## config.mk

```make
export PLATFORM = sky130hd
export DESIGN_NAME = default_slave_wr
export DESIGN_NICKNAME = d
export VERILOG_FILES = /design/src/rtl/default_slave_wr.sv
export SDC_FILE = /design/constraint.sdc
export NUM_CORES = 1
export LEC_CHECK = 0
export CORE_MARGIN = 2
export CORE_UTILIZATION = 31
export CTS_BUF_LIST = sky130_fd_sc_hd__clkbuf_16
export DETAILED_ROUTE_END_ITERATION = 10
export PLACE_DENSITY = 0.8
export SETUP_SLACK_MARGIN = 0.5
export SLEW_MARGIN = 0
export SYNTH_ARGS = -nofsm -noshare
export SYNTH_HDL_FRONTEND = slang
export SYNTH_SLANG_ARGS = --single-unit
```

## constraint.sdc

```tcl
create_clock -name ACLK -period 1.65 [get_ports ACLK]
set_input_delay 0.33 -clock ACLK [delete_from_list [all_inputs] [get_ports ACLK]]
set_output_delay 0.33 -clock ACLK [all_outputs]
set_load 0.05 [all_outputs]
```

## src/rtl/default_slave_wr.sv

```systemverilog
// Default AXI write slave: accepts any write burst, discards the data and
// answers each transaction with a fixed error response, counting completions.

`ifndef AXI_IDS_BITS
`define AXI_IDS_BITS 8
`endif
`ifndef AXI_ADDR_BITS
`define AXI_ADDR_BITS 32
`endif
`ifndef AXI_LEN_BITS
`define AXI_LEN_BITS 4
`endif
`ifndef AXI_SIZE_BITS
`define AXI_SIZE_BITS 3
`endif
`ifndef AXI_DATA_BITS
`define AXI_DATA_BITS 32
`endif
`ifndef AXI_STRB_BITS
`define AXI_STRB_BITS 4
`endif

module default_slave_wr #(
  parameter logic [1:0] RESP_CODE = 2'b11
) (
  input  logic                       ACLK,
  input  logic                       ARESETn,
  input  logic [`AXI_IDS_BITS-1:0]   AWID,
  input  logic [`AXI_ADDR_BITS-1:0]  AWADDR,
  input  logic [`AXI_LEN_BITS-1:0]   AWLEN,
  input  logic [`AXI_SIZE_BITS-1:0]  AWSIZE,
  input  logic [1:0]                 AWBURST,
  input  logic                       AWVALID,
  output logic                       AWREADY,
  input  logic [`AXI_DATA_BITS-1:0]  WDATA,
  input  logic [`AXI_STRB_BITS-1:0]  WSTRB,
  input  logic                       WLAST,
  input  logic                       WVALID,
  output logic                       WREADY,
  output logic [`AXI_IDS_BITS-1:0]   BID,
  output logic [1:0]                 BRESP,
  output logic                       BVALID,
  input  logic                       BREADY,
  output logic [7:0]                 ERR_CNT,
  output logic [1:0]                 fsm_state
);

  // Handshakes: a transfer on any channel happens on the rising ACLK edge
  // where both valid and ready are high; ready/valid here depend only on state.

  typedef enum logic [1:0] {
    IDLE = 2'd0,
    DATA = 2'd1,
    RESP = 2'd2
  } state_t;

  state_t                     state;
  state_t                     state_next;
  logic [`AXI_IDS_BITS-1:0]   id_q;
  logic [`AXI_LEN_BITS-1:0]   len_q;
  logic [`AXI_LEN_BITS-1:0]   beat_cnt;
  logic [7:0]                 err_cnt;
  logic                       aw_hs;
  logic                       w_hs;
  logic                       b_hs;
  logic                       last_beat;
  logic                       unused_inputs;

  assign unused_inputs = ^{AWADDR, AWSIZE, AWBURST, WDATA, WSTRB, WLAST};

  assign aw_hs     = AWVALID && AWREADY;
  assign w_hs      = WVALID && WREADY;
  assign b_hs      = BVALID && BREADY;
  assign last_beat = (beat_cnt == len_q);

  always_ff @(posedge ACLK or negedge ARESETn) begin
    if (!ARESETn) begin
      state <= IDLE;
    end else begin
      state <= state_next;
    end
  end

  // WLAST is deliberately ignored: the burst ends on the beat count alone.
  always_comb begin
    state_next = state;
    case (state)
      IDLE:    if (aw_hs) state_next = DATA;
      DATA:    if (w_hs && last_beat) state_next = RESP;
      RESP:    if (b_hs) state_next = IDLE;
      default: state_next = IDLE;
    endcase
  end

  always_comb begin
    AWREADY = 1'b0;
    WREADY  = 1'b0;
    BVALID  = 1'b0;
    BID     = '0;
    BRESP   = 2'b00;
    case (state)
      IDLE: AWREADY = 1'b1;
      DATA: WREADY  = 1'b1;
      RESP: begin
        BVALID = 1'b1;
        BID    = id_q;
        BRESP  = RESP_CODE;
      end
      default: AWREADY = 1'b0;
    endcase
  end

  // The counter holds on the final beat so AWLEN all-ones never wraps it.
  always_ff @(posedge ACLK or negedge ARESETn) begin
    if (!ARESETn) begin
      id_q     <= '0;
      len_q    <= '0;
      beat_cnt <= '0;
      err_cnt  <= 8'h00;
    end else begin
      if (aw_hs) begin
        id_q     <= AWID;
        len_q    <= AWLEN;
        beat_cnt <= '0;
      end
      if (w_hs && !last_beat) begin
        beat_cnt <= beat_cnt + 1'b1;
      end
      if (b_hs && (err_cnt != 8'hFF)) begin
        err_cnt <= err_cnt + 8'h01;
      end
    end
  end

  assign ERR_CNT   = err_cnt;
  assign fsm_state = state;

endmodule
```

# Word level (Yosys, flattened, before mapping)
# Index checks and enable logic that the tools add are counted.
# totals
regBits	26
input_bits	91
out_inout_bits	23
elab_cells	35
# classes
n_eq_ne	7
muxes	11
n_reduce_logical	10
addsub	2
# op_table
op	n
8-bit by 1-bit adder with 8-bit output (second input constant)	1
2-bit 2-to-1 mux	4
4-bit 2-to-1 mux	2
8-bit 2-to-1 mux	1
8-bit inequality test (second input constant)	1
1-bit logical AND	6
2-bit inequality test (second input constant)	3
2-bit case mux with 3 select lines	1
4-bit by 1-bit adder with 4-bit output (second input constant)	1
4-bit == test	1
1-bit 2-to-1 mux	3
3-bit AND reduction	1
2-bit by 1-bit == test with 1-bit output (second input constant)	1
2-bit == test (second input constant)	1
2-bit logical NOT	1
2-bit nonzero test	1
1-bit logical NOT	1

# Logic depth before layout (Yosys ltp)
# depth
word_depth	6
depth_mapped	5
depth_no_buf	5

# Least setup slack after synthesis
# OpenSTA, ideal clock, no wires.
# synth_path
path_type	reg2out
from	register state[1], in the netlist fsm_state[1]
to	output port BID[0]
arrival_ns	2.028
t_required_ns	1.320
n_path_buf	1
setup_slack_ns	-0.708
path_stages_with_launch	4
path_cell_list	dfrtp_1 nor2b_1 clkbuf_1 and2_1
# synth_between
elab_chain_cells	2
# synth_lines
element	line	source
start: declaration	57	state_t state;
start signal: assignment	80	state <= state_next;
2-bit == test	101	case (state)
8-bit 2-to-1 mux	101	
end: declaration	40	output logic [`AXI_IDS_BITS-1:0] BID,
# No other way between the ends.

# Worst setup path after layout
# layout_path
from	register state[0], in the netlist fsm_state[0]
to	output port BID[2]
# Same word-level chain as after synthesis.

==> results.py <==
metrics = {
    "drt": {
        "post_drt_wl_per_cell_um": 13.3,
        "wl_mm": 3.53,
        "vias": 1217,
        "drc": 0,
        "via_per_inst": 4.59,
        "firstDrtPassIters": 4,
        "drt-initial-drc-count": 65,
        "ant_nets": 0,
    },
    "final_layout": {
        "drive_gt1_share_pct": 52.6,
        "syn2layout_area_growth_pct": 100,
        "final_core_util_pct": 64.3,
        "diodes": 0,
        "fill_cells": 286,
        "nNetsFinal": 309,
    },
    "clock_tree": {
        "clkLatencyLatePin_ns": 0.25,
        "clock_sinks": 26,
        "cts_buffer_depth": 2,
        "ctsRootBufferMaster": "clkbuf_16",
        "cts.htree.levels": 1,
        "clkTransAtPathRegs_ns": 0.06,
        "numCtsBuffers": 3,
        "hold_buffers": 0,
        "cts_tree": "yes",
    },
    "synth": {
        "postSynthCellCount": 132,
        "ys_ff_latch": 26,
        "syn-num-nets": 225,
        "avgSynthCellArea_sq_um": 9.67,
        "synth_ff_type": "dfrtp_1",
        "yosys.area.top_type": "dfrtp_1",
        "synth_area_sq_mm": 0.00128,
        "ys_warn_count": 0,
        "synth_common_cells": "nand2_1, dfrtp_1, and2_1, nand3_1",
        "yosysSeqAreaShare_pct": 51.0,
        "netlist_top_cells_area": "dfrtp_1, nand2_1, and2_1",
        "synth_top_area_share_pct": 51.0,
        "synth_edf_count": 0,
        "netlist-cell-type-count": 34,
        "ys_async_sr_fraction_pct": 100,
        "synth_most_common_cell": "nand2_1",
    },
    "floorplan": {
        "die_h_um": 68.2,
        "core_area_sq_mm": 0.00397,
        "die_area_sq_mm": 0.00465,
        "fp.dieW_um": 68.2,
        "rows": 23,
        "start_util_pct": 32.1,
        "ioPinCount": 114,
    },
    "sta": {
        "rsz0062_at_grt": "yes",
        "slew_violations": 0,
        "hold_viol_final": 0,
        "setup_viol": 0,
        "slew_headroom_pct": 76.4,
        "min_period_ns": 1.62,
        "tightest_slew_ns": 0.353,
        "finClkSkew_ns": 0.00105,
        "fin_crit_sh_pct": 98.2,
        "setup_tns_ns": 0,
        "max_freq_mhz": 617,
    },
    "global_routing": {
        "grt_usage_pct": 15.2,
        "grt_pass1_vias": 1109,
        "grt_pass1_wl_mm": 5.22,
        "grt_max_degree": 27,
        "overflow": 0,
        "antenna_found_initial": 0,
    },
    "place": {
        "place_congestion": 0.714,
        "hpwl_mm": 2.00,
        "portBuffers": 39,
    },
    "setup_path": {
        "critPathLaunchType": "flop",
        "worstPathArrival_ns": 1.29,
        "required_ns": 1.32,
        "crit_start": "fsm_state[0]",
        "r2r-start": "fsm_state[0]",
        "cp-end-kind": "output pin",
        "worstPathMaxFanout": 11,
        "path_class": "reg2out",
    },
    "job": {
        "drv_cap": 0,
    },
    "power": {
        "vdd_drop_max_uv": 1170,
        "leakagePower_uw": 0.00121,
        "power_density_mw_per_mm2": 1460,
    },
    "status": {
        "status": "finished, final reports clean",
    },
    "hold_path": {
        "holdCritPathClass": "in2async",
    },
}
layout by cell type (no fill, tap or decap), types with 2 or more instances in the layout:
| cell | instances |
|---|---|
| inv_1 | 5 |
| dfrtp_2 | 10 |
| clkdlybuf4s50_1 | 15 |
| clkbuf_16 | 3 |
| mux2i_1 | 2 |
| xor2_1 | 4 |
| dfrtp_1 | 16 |
| and2_4 | 9 |
| o21ai_0 | 2 |
| a21o_1 | 2 |
| buf_6 | 16 |
| buf_12 | 19 |
| buf_4 | 33 |
| nand3_2 | 2 |
| nor2b_4 | 2 |
| nand2_1 | 39 |
| nand3_1 | 5 |
| xor2_2 | 2 |
report_power, final:
group          total, uW  switching (uW)  leakage [uW]  internal (uW)
Sequential          1050             183      0.000318            863
Clock                535             211     0.0000385            324
Combinational       2140            1030      0.000858           1100
Total               3720            1430       0.00121           2290
per-stage QoR:
| stage | hold slack, ns | power (uW) | area (sq um) | setup slack (ns) | cells |
|---|---|---|---|---|---|
| 2_1_floorplan | 0.0344 | 2070 | 1430 | 0.0754 | 132 |
| 3_3_place_gp | 0.464 | 2630 | 2030 | -0.0286 | 226 |
| 3_5_place_dp | 0.467 | 2660 | 2030 | -0.0351 | 226 |
| 4_1_cts | 0.454 | 3500 | 2360 | 0.0762 | 248 |
| 5_1_grt | 0.497 | 3940 | 2550 | -0.0191 | 265 |
| 6_report | 0.448 | 3720 | 2550 | 0.0302 | 265 |
area by class of cell:
type                       count  area [sq um]  area share [%]
timing repair buffer          84           967            37.9
multi-input combinational     96           762            29.9
sequential                    26           663            26.0
clock buffer                   3          75.1            2.94
tap                           50          62.6            2.45
inverter                       5          18.8           0.735
clock inverter                 1          3.75           0.147
per-layer routing:
layer | wire [um] | up-vias | share of wire [%] | GRT usage [%]
li1 | - | 603 | - | -
met1 | 1480 | 581 | 42 | 19.2
met2 | 1870 | 27 | 53 | 25.5
met3 | 123 | 6 | 3.5 | 3.13
met4 | 57 | 0 | 1.6 | 6.00
met5 | 0 | - | 0 | 0
repair_timing:
item | 4_1_cts | 5_1_grt
setup endpoints to repair | 49 | 49
pin swaps | 7 | 11
resized for setup | 23 | 13
buffers inserted | 18 | 17
flip-flops by register name, summed over array words and instances, names as in the netlist:
| signal | cells |
|---|---|
| ERR_CNT | 8 |
| beat_cnt | 4 |
| fsm_state | 2 |
| id_q | 8 |
| len_q | 4 |
cells by family after synthesis:
logic type,Yosys count,synth area share (%)
fa+ha+maj,2,1.96
mux,4,3.33
buf+inv,10,3.53
simple gates,69,25.6
xor+xnor,8,6.08
compound gates,13,8.53
flops,26,51.0
worst max-delay path: stages (launching register included):
cell	delay, ns
dfrtp_2	0.44
nor2b_4	0.17
buf_12	0.14
and2_4	0.15
buf_12	0.13
final timing paths:
| kind | end | slack [ns] | cells past startpoint |
|---|---|---|---|
| min in group ACLK | id_q[7] | 0.48 | 2 |
| setup reg to reg | beat_cnt[2] | 0.10 | 7 |
| setup / recovery | BID[2] | 0.03 | 4 |
| hold reg to reg | id_q[7] | 0.48 | 2 |
| hold / removal | len_q[2] | 0.45 | 2 |
| max in group asynchronous | ERR_CNT[2] | 0.92 | 2 |
Note: power is estimated with default switching activity, not from simulation.
